`src/rtl/usb_rx_pkg.sv`:
```
`default_nettype none
// +--------------------------------------------------------------------------+
// | usb_rx_pkg: shared state type and line defaults for the USB FS rx path    |
// | Rev 1.0                                                                   |
// +--------------------------------------------------------------------------+
package usb_rx_pkg;

  localparam logic        USB_J_LVL     = 1'b1;
  localparam int unsigned USB_STUFF_LEN = 6;

  typedef enum logic [1:0] {
    IDLE  = 2'd0,
    RECV  = 2'd1,
    STUFF = 2'd2,
    ERROR = 2'd3
  } rx_state_e;

endpackage
`default_nettype wire

```
`src/rtl/usb_rx_deser.sv`:
```
`default_nettype none
// +--------------------------------------------------------------------------+
// | usb_rx_deser: LSB-first word assembly with bit count and held output word |
// | Rev 1.0                                                                   |
// +--------------------------------------------------------------------------+
module usb_rx_deser #(
  parameter int unsigned DATA_W = 8
) (
  input  logic                              clk,
  input  logic                              n_rst,
  input  logic                              clr_i,
  input  logic                              strobe_i,
  input  logic                              bit_i,
  output logic [$clog2(DATA_W + 1)-1:0]     bit_cnt_o,
  output logic [DATA_W-1:0]                 word_out_o,
  output logic                              word_valid_o
);

  localparam int unsigned c_cnt_w = $clog2(DATA_W + 1);

  logic [DATA_W-1:0]  sreg_q, sreg_d;
  logic [c_cnt_w-1:0] bit_cnt_q, bit_cnt_d;
  logic [DATA_W-1:0]  word_q, word_d;
  logic               word_valid_q, word_valid_d;
  logic [DATA_W-1:0]  w_shifted;

  assign w_shifted = {bit_i, sreg_q[DATA_W-1:1]};

  always_comb begin
    sreg_d       = sreg_q;
    bit_cnt_d    = bit_cnt_q;
    word_d       = word_q;
    word_valid_d = 1'b0;
    if (clr_i) begin
      sreg_d    = '0;
      bit_cnt_d = '0;
    end else if (strobe_i) begin
      sreg_d = w_shifted;
      // The completing bit is taken straight from the shift path so the word
      // appears on the same edge as that bit's bit_valid.
      if (bit_cnt_q == c_cnt_w'(DATA_W - 1)) begin
        bit_cnt_d    = '0;
        word_d       = w_shifted;
        word_valid_d = 1'b1;
      end else begin
        bit_cnt_d = bit_cnt_q + c_cnt_w'(1);
      end
    end
  end

  always_ff @(posedge clk) begin
    if (!n_rst) begin
      sreg_q       <= '0;
      bit_cnt_q    <= '0;
      word_q       <= '0;
      word_valid_q <= 1'b0;
    end else begin
      sreg_q       <= sreg_d;
      bit_cnt_q    <= bit_cnt_d;
      word_q       <= word_d;
      word_valid_q <= word_valid_d;
    end
  end

  assign bit_cnt_o    = bit_cnt_q;
  assign word_out_o   = word_q;
  assign word_valid_o = word_valid_q;

endmodule
`default_nettype wire

```
`src/rtl/usb_rx_nrzi_unstuff.sv`:
```
`default_nettype none
// +--------------------------------------------------------------------------+
// | usb_rx_nrzi_unstuff: NRZI decode, bit unstuffing, stuff-error detection   |
// | Rev 1.0                                                                   |
// +--------------------------------------------------------------------------+
module usb_rx_nrzi_unstuff
  import usb_rx_pkg::*;
#(
  parameter int unsigned DATA_W    = 8,
  parameter int unsigned STUFF_LEN = USB_STUFF_LEN,
  parameter logic        IDLE_LVL  = USB_J_LVL
) (
  input  logic              clk,
  input  logic              n_rst,
  input  logic              d_plus,
  input  logic              shift_enable,
  input  logic              eop,
  input  logic              rcving,
  output logic              d_orig,
  output logic              bit_valid,
  output logic [DATA_W-1:0] word_out,
  output logic              word_valid,
  output logic              stuff_err,
  output logic              partial_err
);

  localparam int unsigned c_ones_w = $clog2(STUFF_LEN + 1);
  localparam int unsigned c_cnt_w  = $clog2(DATA_W + 1);

  rx_state_e           state_q, state_d;
  logic                prev_lvl_q, prev_lvl_d;
  logic                d_orig_q, d_orig_d;
  logic [c_ones_w-1:0] ones_cnt_q, ones_cnt_d;
  logic                bit_valid_q, bit_valid_d;
  logic                stuff_err_q, stuff_err_d;
  logic                partial_err_q, partial_err_d;

  logic                w_dec_bit;
  logic [c_ones_w-1:0] w_ones_inc;
  logic                w_ds_clr;
  logic                w_ds_strobe;
  logic [c_cnt_w-1:0]  w_bit_cnt;

  assign w_dec_bit  = (d_plus == prev_lvl_q);
  assign w_ones_inc = ones_cnt_q + c_ones_w'(1);

  always_comb begin
    state_d       = state_q;
    prev_lvl_d    = prev_lvl_q;
    d_orig_d      = d_orig_q;
    ones_cnt_d    = ones_cnt_q;
    bit_valid_d   = 1'b0;
    stuff_err_d   = 1'b0;
    partial_err_d = 1'b0;
    w_ds_clr      = 1'b0;
    w_ds_strobe   = 1'b0;

    if (!rcving) begin
      state_d    = IDLE;
      prev_lvl_d = IDLE_LVL;
      d_orig_d   = 1'b1;
      ones_cnt_d = '0;
      w_ds_clr   = 1'b1;
    end else if (eop && shift_enable) begin
      prev_lvl_d = IDLE_LVL;
      d_orig_d   = 1'b1;
      ones_cnt_d = '0;
      w_ds_clr   = 1'b1;
      state_d    = IDLE;
      if ((state_q == RECV || state_q == STUFF) && w_bit_cnt != '0)
        partial_err_d = 1'b1;
    end else if (shift_enable) begin
      prev_lvl_d = d_plus;
      d_orig_d   = w_dec_bit;
      case (state_q)
        // IDLE with rcving high treats a same-cycle strobe as the first data bit.
        IDLE, RECV: begin
          state_d     = RECV;
          w_ds_strobe = 1'b1;
          bit_valid_d = 1'b1;
          if (w_dec_bit) begin
            ones_cnt_d = w_ones_inc;
            if (w_ones_inc == c_ones_w'(STUFF_LEN))
              state_d = STUFF;
          end else begin
            ones_cnt_d = '0;
          end
        end
        STUFF: begin
          ones_cnt_d = '0;
          if (w_dec_bit) begin
            stuff_err_d = 1'b1;
            state_d     = ERROR;
          end else begin
            state_d = RECV;
          end
        end
        default: ;
      endcase
    end else if (state_q == IDLE) begin
      state_d = RECV;
    end
  end

  always_ff @(posedge clk) begin
    if (!n_rst) begin
      state_q       <= IDLE;
      prev_lvl_q    <= IDLE_LVL;
      d_orig_q      <= 1'b1;
      ones_cnt_q    <= '0;
      bit_valid_q   <= 1'b0;
      stuff_err_q   <= 1'b0;
      partial_err_q <= 1'b0;
    end else begin
      state_q       <= state_d;
      prev_lvl_q    <= prev_lvl_d;
      d_orig_q      <= d_orig_d;
      ones_cnt_q    <= ones_cnt_d;
      bit_valid_q   <= bit_valid_d;
      stuff_err_q   <= stuff_err_d;
      partial_err_q <= partial_err_d;
    end
  end

  usb_rx_deser #(
    .DATA_W (DATA_W)
  ) u_deser (
    .clk          (clk),
    .n_rst        (n_rst),
    .clr_i        (w_ds_clr),
    .strobe_i     (w_ds_strobe),
    .bit_i        (w_dec_bit),
    .bit_cnt_o    (w_bit_cnt),
    .word_out_o   (word_out),
    .word_valid_o (word_valid)
  );

  assign d_orig      = d_orig_q;
  assign bit_valid   = bit_valid_q;
  assign stuff_err   = stuff_err_q;
  assign partial_err = partial_err_q;

endmodule
`default_nettype wire

```
`config.mk`:
```
export PLATFORM = sky130hd
export DESIGN_NAME = usb_rx_nrzi_unstuff
export DESIGN_NICKNAME = d
export VERILOG_FILES = /design/src/rtl/usb_rx_pkg.sv /design/src/rtl/usb_rx_deser.sv /design/src/rtl/usb_rx_nrzi_unstuff.sv
export SDC_FILE = /design/constraint.sdc
export NUM_CORES = 1
export LEC_CHECK = 0
export ABC_AREA = 1
export CAP_MARGIN = 20
export CORE_MARGIN = 2
export CORE_UTILIZATION = 30
export DETAILED_ROUTE_END_ITERATION = 8
export GPL_TIMING_DRIVEN = 0
export SYNTH_ARGS = -nofsm -noshare
export SYNTH_HDL_FRONTEND = slang
export SYNTH_SLANG_ARGS = --single-unit
```
`constraint.sdc`:
```
create_clock -name clk -period 1.6 [get_ports clk]
set_input_delay 0.32 -clock clk [delete_from_list [all_inputs] [get_ports clk]]
set_output_delay 0.32 -clock clk [all_outputs]
set_load 0.02 [all_outputs]
```
-- Word level (Yosys, flattened, before mapping)
Index checks and enable logic that the tools add are counted.
W data, S select, Z words.
- bits in registers: 31
- input bits: 6
- word-level logic and storage cells: 59
- add/sub/neg operators: 2
- equal/unequal tests: 6
- muxes and demuxes: 18
- bitwise logic cells: 6
- reduce and logical (&&, ||, !) cells: 16
- operators by type and width (cell ; count):
    $mux W2 ; 5
    $mux W1 ; 9
    $not A1 Y1 ; 6
    $pmux W3 S2 ; 1
    $reduce_and A3 Y1 ; 2
    $reduce_or A3 Y1 ; 2
    $reduce_or A5 Y1 ; 1
    $add A4 B1 Y4 const B ; 1
    $eq A4 B3 Y1 const B ; 1
    $mux W4 ; 1
    $pmux W2 S2 ; 1
    $reduce_and A2 Y1 ; 2
    $reduce_bool A2 Y1 ; 2
    $reduce_bool A4 Y1 ; 1
    $reduce_or A2 Y1 ; 2
    $add A3 B1 Y3 const B ; 1
    $eq A3 B3 Y1 const B ; 1
    $mux W3 ; 1
    $ne A3 B1 Y1 const B ; 1
    $eq A2 B1 Y1 const B ; 1
    $eq A2 B2 Y1 const B ; 1
    $logic_and A1 B1 Y1 ; 2
    $logic_not A2 Y1 ; 1
    $eq A1 B1 Y1 ; 1
    $logic_or A1 B1 Y1 ; 1

-- Longest topological paths before layout
- depth after elaboration: 8
- mapped depth: 9
- gate-level depth less buffers: 9

-- Hierarchy
A second synthesis with hierarchy kept.
- cells, all modules: 181
- area, all modules: 1357.6 sq um
- by module, submodules not included (module ; times used ; cells each ; area an instance (sq um)):
    usb_rx_deser ; 1 ; 106 ; 823.3
    usb_rx_nrzi_unstuff ; 1 ; 75 ; 534.3

-- Worst setup path before layout
No wires, ideal clock.
- path kind: flip-flop to flip-flop
- from: register state_q[0]
- to: register state_q[1]
- setup time: 0.109 ns
- arrival time: 1.092 ns
- data required time: 1.491 ns
- setup slack: 0.399 ns
- cell stages (with the launch flop): 9
- buffers on the path: 0
- cells stage by stage: dfxtp_1 -> inv_1 -> ha_1 -> nor2_1 -> a21oi_1 -> nand2_1 -> nand3_1 -> nand2_1 -> inv_1
- word-level cells in the longest chain between the ends: 4
- ends and longest elaborated chain (what ; RTL line ; source):
    start, declared ; usb_rx_nrzi_unstuff.sv:30 ; rx_state_e state_q, state_d;
    start signal, assigned ; usb_rx_nrzi_unstuff.sv:115 ; state_q <= state_d;
    $eq A2 B1 Y1 or $logic_not A2 Y1 (tied branches) ; usb_rx_nrzi_unstuff.sv:75, usb_rx_nrzi_unstuff.sv:100 ;
    $reduce_or A2 Y1 ; usb_rx_nrzi_unstuff.sv:75 ; case (state_q)
    $pmux W2 S2 or $ne A3 B1 Y1 (tied branches) ; n/a ;
    $mux W2 or $reduce_and A2 Y1 (tied branches) ; n/a ;
Several ways; a longest one is shown, not always the timed one.
A chain may end at the register's enable or synchronous reset.

-- Worst setup path after layout
- from: register u_deser.word_q[3] (netlist: u_deser.word_out_o[3])
- to: output word_out[3]
- RTL lines (what ; RTL line ; source):
    start, declared ; usb_rx_deser.sv:23 ; logic [DATA_W-1:0] word_q, word_d;
    start signal, assigned ; usb_rx_deser.sv:60 ; word_q <= word_d;
    end, declared ; usb_rx_nrzi_unstuff.sv:21 ; output logic [DATA_W-1:0] word_out,
No word-level cell between the ends.

==> key figures <==
Power
  • Pwr dens: roughly 860 mW/mm2
  • Net Sw Frac: 23.9%
  • Sequential Power Share: 53.4%
  • Int Pwr: 1.08 mW
  • Pleak: 0.695 nW
  • Gate power share: about 7%
  • Clock share of power: 39.5%
  • Net switching power: 0.340 mW
  • Peak supply drop: 278 uV

Clock tree
  • Post_cts resized: 0
  • Clock root buffer: clkbuf_8
  • CTS tree: yes
  • Clock Tree Buf Depth: 2
  • Cts hold-fix bufs: 0
  • CTS Buf Count: 5
  • Clk slew on worst S/H paths: 60 ps
  • Post-CTS Setup Inserts: 0
  • CTS Sinks: 30
  • Worst-Skew Late Latency: 270 ps
  • H-tree depth: 2

Synth
  • Top cell type's share of synthesized area: 44.9%
  • Cell area after synthesis: 0.00134 mm2
  • Post-synth top area cell: dfxtp_1
  • Mapped Nets: 185
  • Synthesized instance count: 171
  • #FFs+latches synth: 30
  • Largest cells by area after synthesis: dfxtp_1, nand2_1, ha_1, nor2_1, inv_1
  • Yosys warnings: 0
  • Synth unique cells: 24
  • Avg Synthesized Cell Area: 7.83 um2
  • Sequential area share after synthesis: 44.9%

Global route
  • Total global routing overflow: 0
  • Vias in the first global route: 1,056
  • Largest net degree at the start of global routing: 11
  • First-pass GRT wire length: roughly 4600 um
  • All-layer global routing usage: between 10% and 20%
  • Initial antenna violation count: 0

Worst setup path
  • CP max stage delay: 600 ps
  • CP Launch Type: flop
  • Crit Path Category: reg2out
  • Top delay family on crit path: buffers and inverters
  • Worst Path Buf+Inv: 1
  • Crit path cell chain: clkdlybuf4s50_1
  • Required @ worst endpoint: 1280 ps
  • CP endpoint kind: output port
  • Critical path peak fanout: 2
  • CP max-delay cell: clkdlybuf4s50_1
  • Critical Path AT: around 1200 ps

STA
  • Final setup margin: 68.8 ps
  • Max Clk Rate: 0.653 GHz
  • Max_slew headroom: about 80%
  • Max Slew Vio Count: 0
  • Skew final: 1.97 ps
  • RSZ-0062 raised after global routing: false
  • Final Setup Violations: 0
  • Worst slew pin tran: approximately 290 ps
  • Final Hold Viols: 0
  • Period minus WS final: 1530 ps
  • Setup_tns: 0 ps
  • Part of the cycle the worst path needs: 95.7%

Die
  • IO Count: 19
  • Area of the core: around 0.0043 mm2
  • Die Span X: 70.8 um
  • Full die area: 0.00501 mm2
  • Cell row count: 24
  • Starting density of the core: 31.0%
  • Die H: 70.8 um

Routing
  • DR vias/cell: 4.43
  • Initial DRT Pass Iterations: 4
  • Wire per inst: 10.2 um
  • Vias: between 1,000 and 1,500
  • Final antenna-violating net count: 0
  • Residual DRC: 0
  • Total Wirelength: 2520 um
  • DRT iter0 DRCs: 72

Outcome
  • Status: completed

Placement
  • Port Buffers: 18
  • RePlAce Congestion: 0.852
  • Post-DP HPWL: between 1500 and 2000 um
  • Inst Count DP: 241
  • Pre-CTS setup slack: -133 ps

Finish
  • Seq. cell area: 601 um2
  • Final Instance Count excl. Fillers: 248
  • Commonest non-fill, non-tap cell in the layout: nand2_1
  • Multi-input logic area: 614 um2
  • Share of layout cells above drive strength 1: 10.7%
  • Fin nets: 210
  • Most frequent cells in the layout: nand2_1, dfxtp_1, nor2_1, inv_1, clkdlybuf4s50_1
  • # fillers: 471
  • Core Util, Final: 38.5%
  • Area growth syn-to-layout: 24.2%
  • Diode count: 0

Run
  • Max-cap viol count: 0

Min path
  • Hold Crit Class: reg2reg
[power by group through the flow]
| stage | clock [mW] | sequential [mW] | combinational [mW] |
|---|---|---|---|
| final | 0.563 | 0.761 | 0.101 |
| after global routing | 0.610 | 0.762 | 0.115 |
| after CTS | 0.583 | 0.761 | 0.102 |
| after detailed placement | 0 | 0.778 | 0.101 |
| after global placement | 0 | 0.777 | 0.101 |
| after floorplan | 0 | 0.779 | 0.0615 |
[registers in the layout (all words and copies together) (netlist names)]
name,flops
ones_cnt_q,3
u_deser.word_out_o,8
bit_valid,1
stuff_err,1
u_deser.word_valid_o,1
d_orig,1
u_deser.bit_cnt_o,4
state_q,2
prev_lvl_q,1
u_deser.sreg_q,7
partial_err,1
[synth_stat cells, drive strengths merged]
cell,count
a22oi,3
dfxtp,30
nand3b,1
nand4,2
a21oi,11
xor2,1
a311oi,1
inv,25
o21ai,9
ha,8
nor2,28
nand2,37
o211ai,1
a211oi,1
nor3,2
buf,3
nand3,8
[layer usage]
layer	GRT usage, %	wire (um)
met1	14.7	1270
met2	17.9	1110
met3	3.56	93
met4	5.24	50
met5	0	0
[kinds of logic after synthesis]
family	share of synthesized area, %
AO/OA/AOI/OAI	11.9
XOR/XNOR	0.654
adder cells (fa/ha/maj)	7.48
buffers and inverters	9.25
flip-flops	44.9
AND/OR/NAND/NOR	25.9
[per-stage QoR]
step                      area [um2]  hold WS [ps]  total power [mW]
after floorplan                 1340           444             0.840
after global placement          1580           452             0.878
after detailed placement        1580           457             0.879
after CTS                       1660           467              1.45
after global routing            1660           477              1.49
final                           1660           464              1.42
[cell type report]
type | instances | area share, %
Tap cell | 52 | 3.91
Timing Repair Buffer | 18 | 10.8
Clock inverter | 2 | 0.602
Clock buffer | 5 | 4.14
Sequential cell | 30 | 36.1
Multi-Input combinational cell | 113 | 36.9
Buffer | 3 | 1.81
Inverter | 25 | 5.64
[worst paths after layout]
path | slack, ps | start | endpoint | cells past startpoint
setup reg to reg | 260 | u_deser.bit_cnt_o[0]$_SDFFE_PP0N_ | u_deser.word_out_o[1]$_SDFFE_PN0P_ | 6
setup / recovery | 70 | u_deser.word_out_o[3]$_SDFFE_PN0P_ | word_out[3] | 1
hold reg to reg | 460 | u_deser.word_out_o[7]$_SDFFE_PN0P_ | u_deser.word_out_o[7]$_SDFFE_PN0P_ | 2
hold / removal | 460 | u_deser.word_out_o[7]$_SDFFE_PN0P_ | u_deser.word_out_o[7]$_SDFFE_PN0P_ | 2
(Power assumes the default switching activity.)
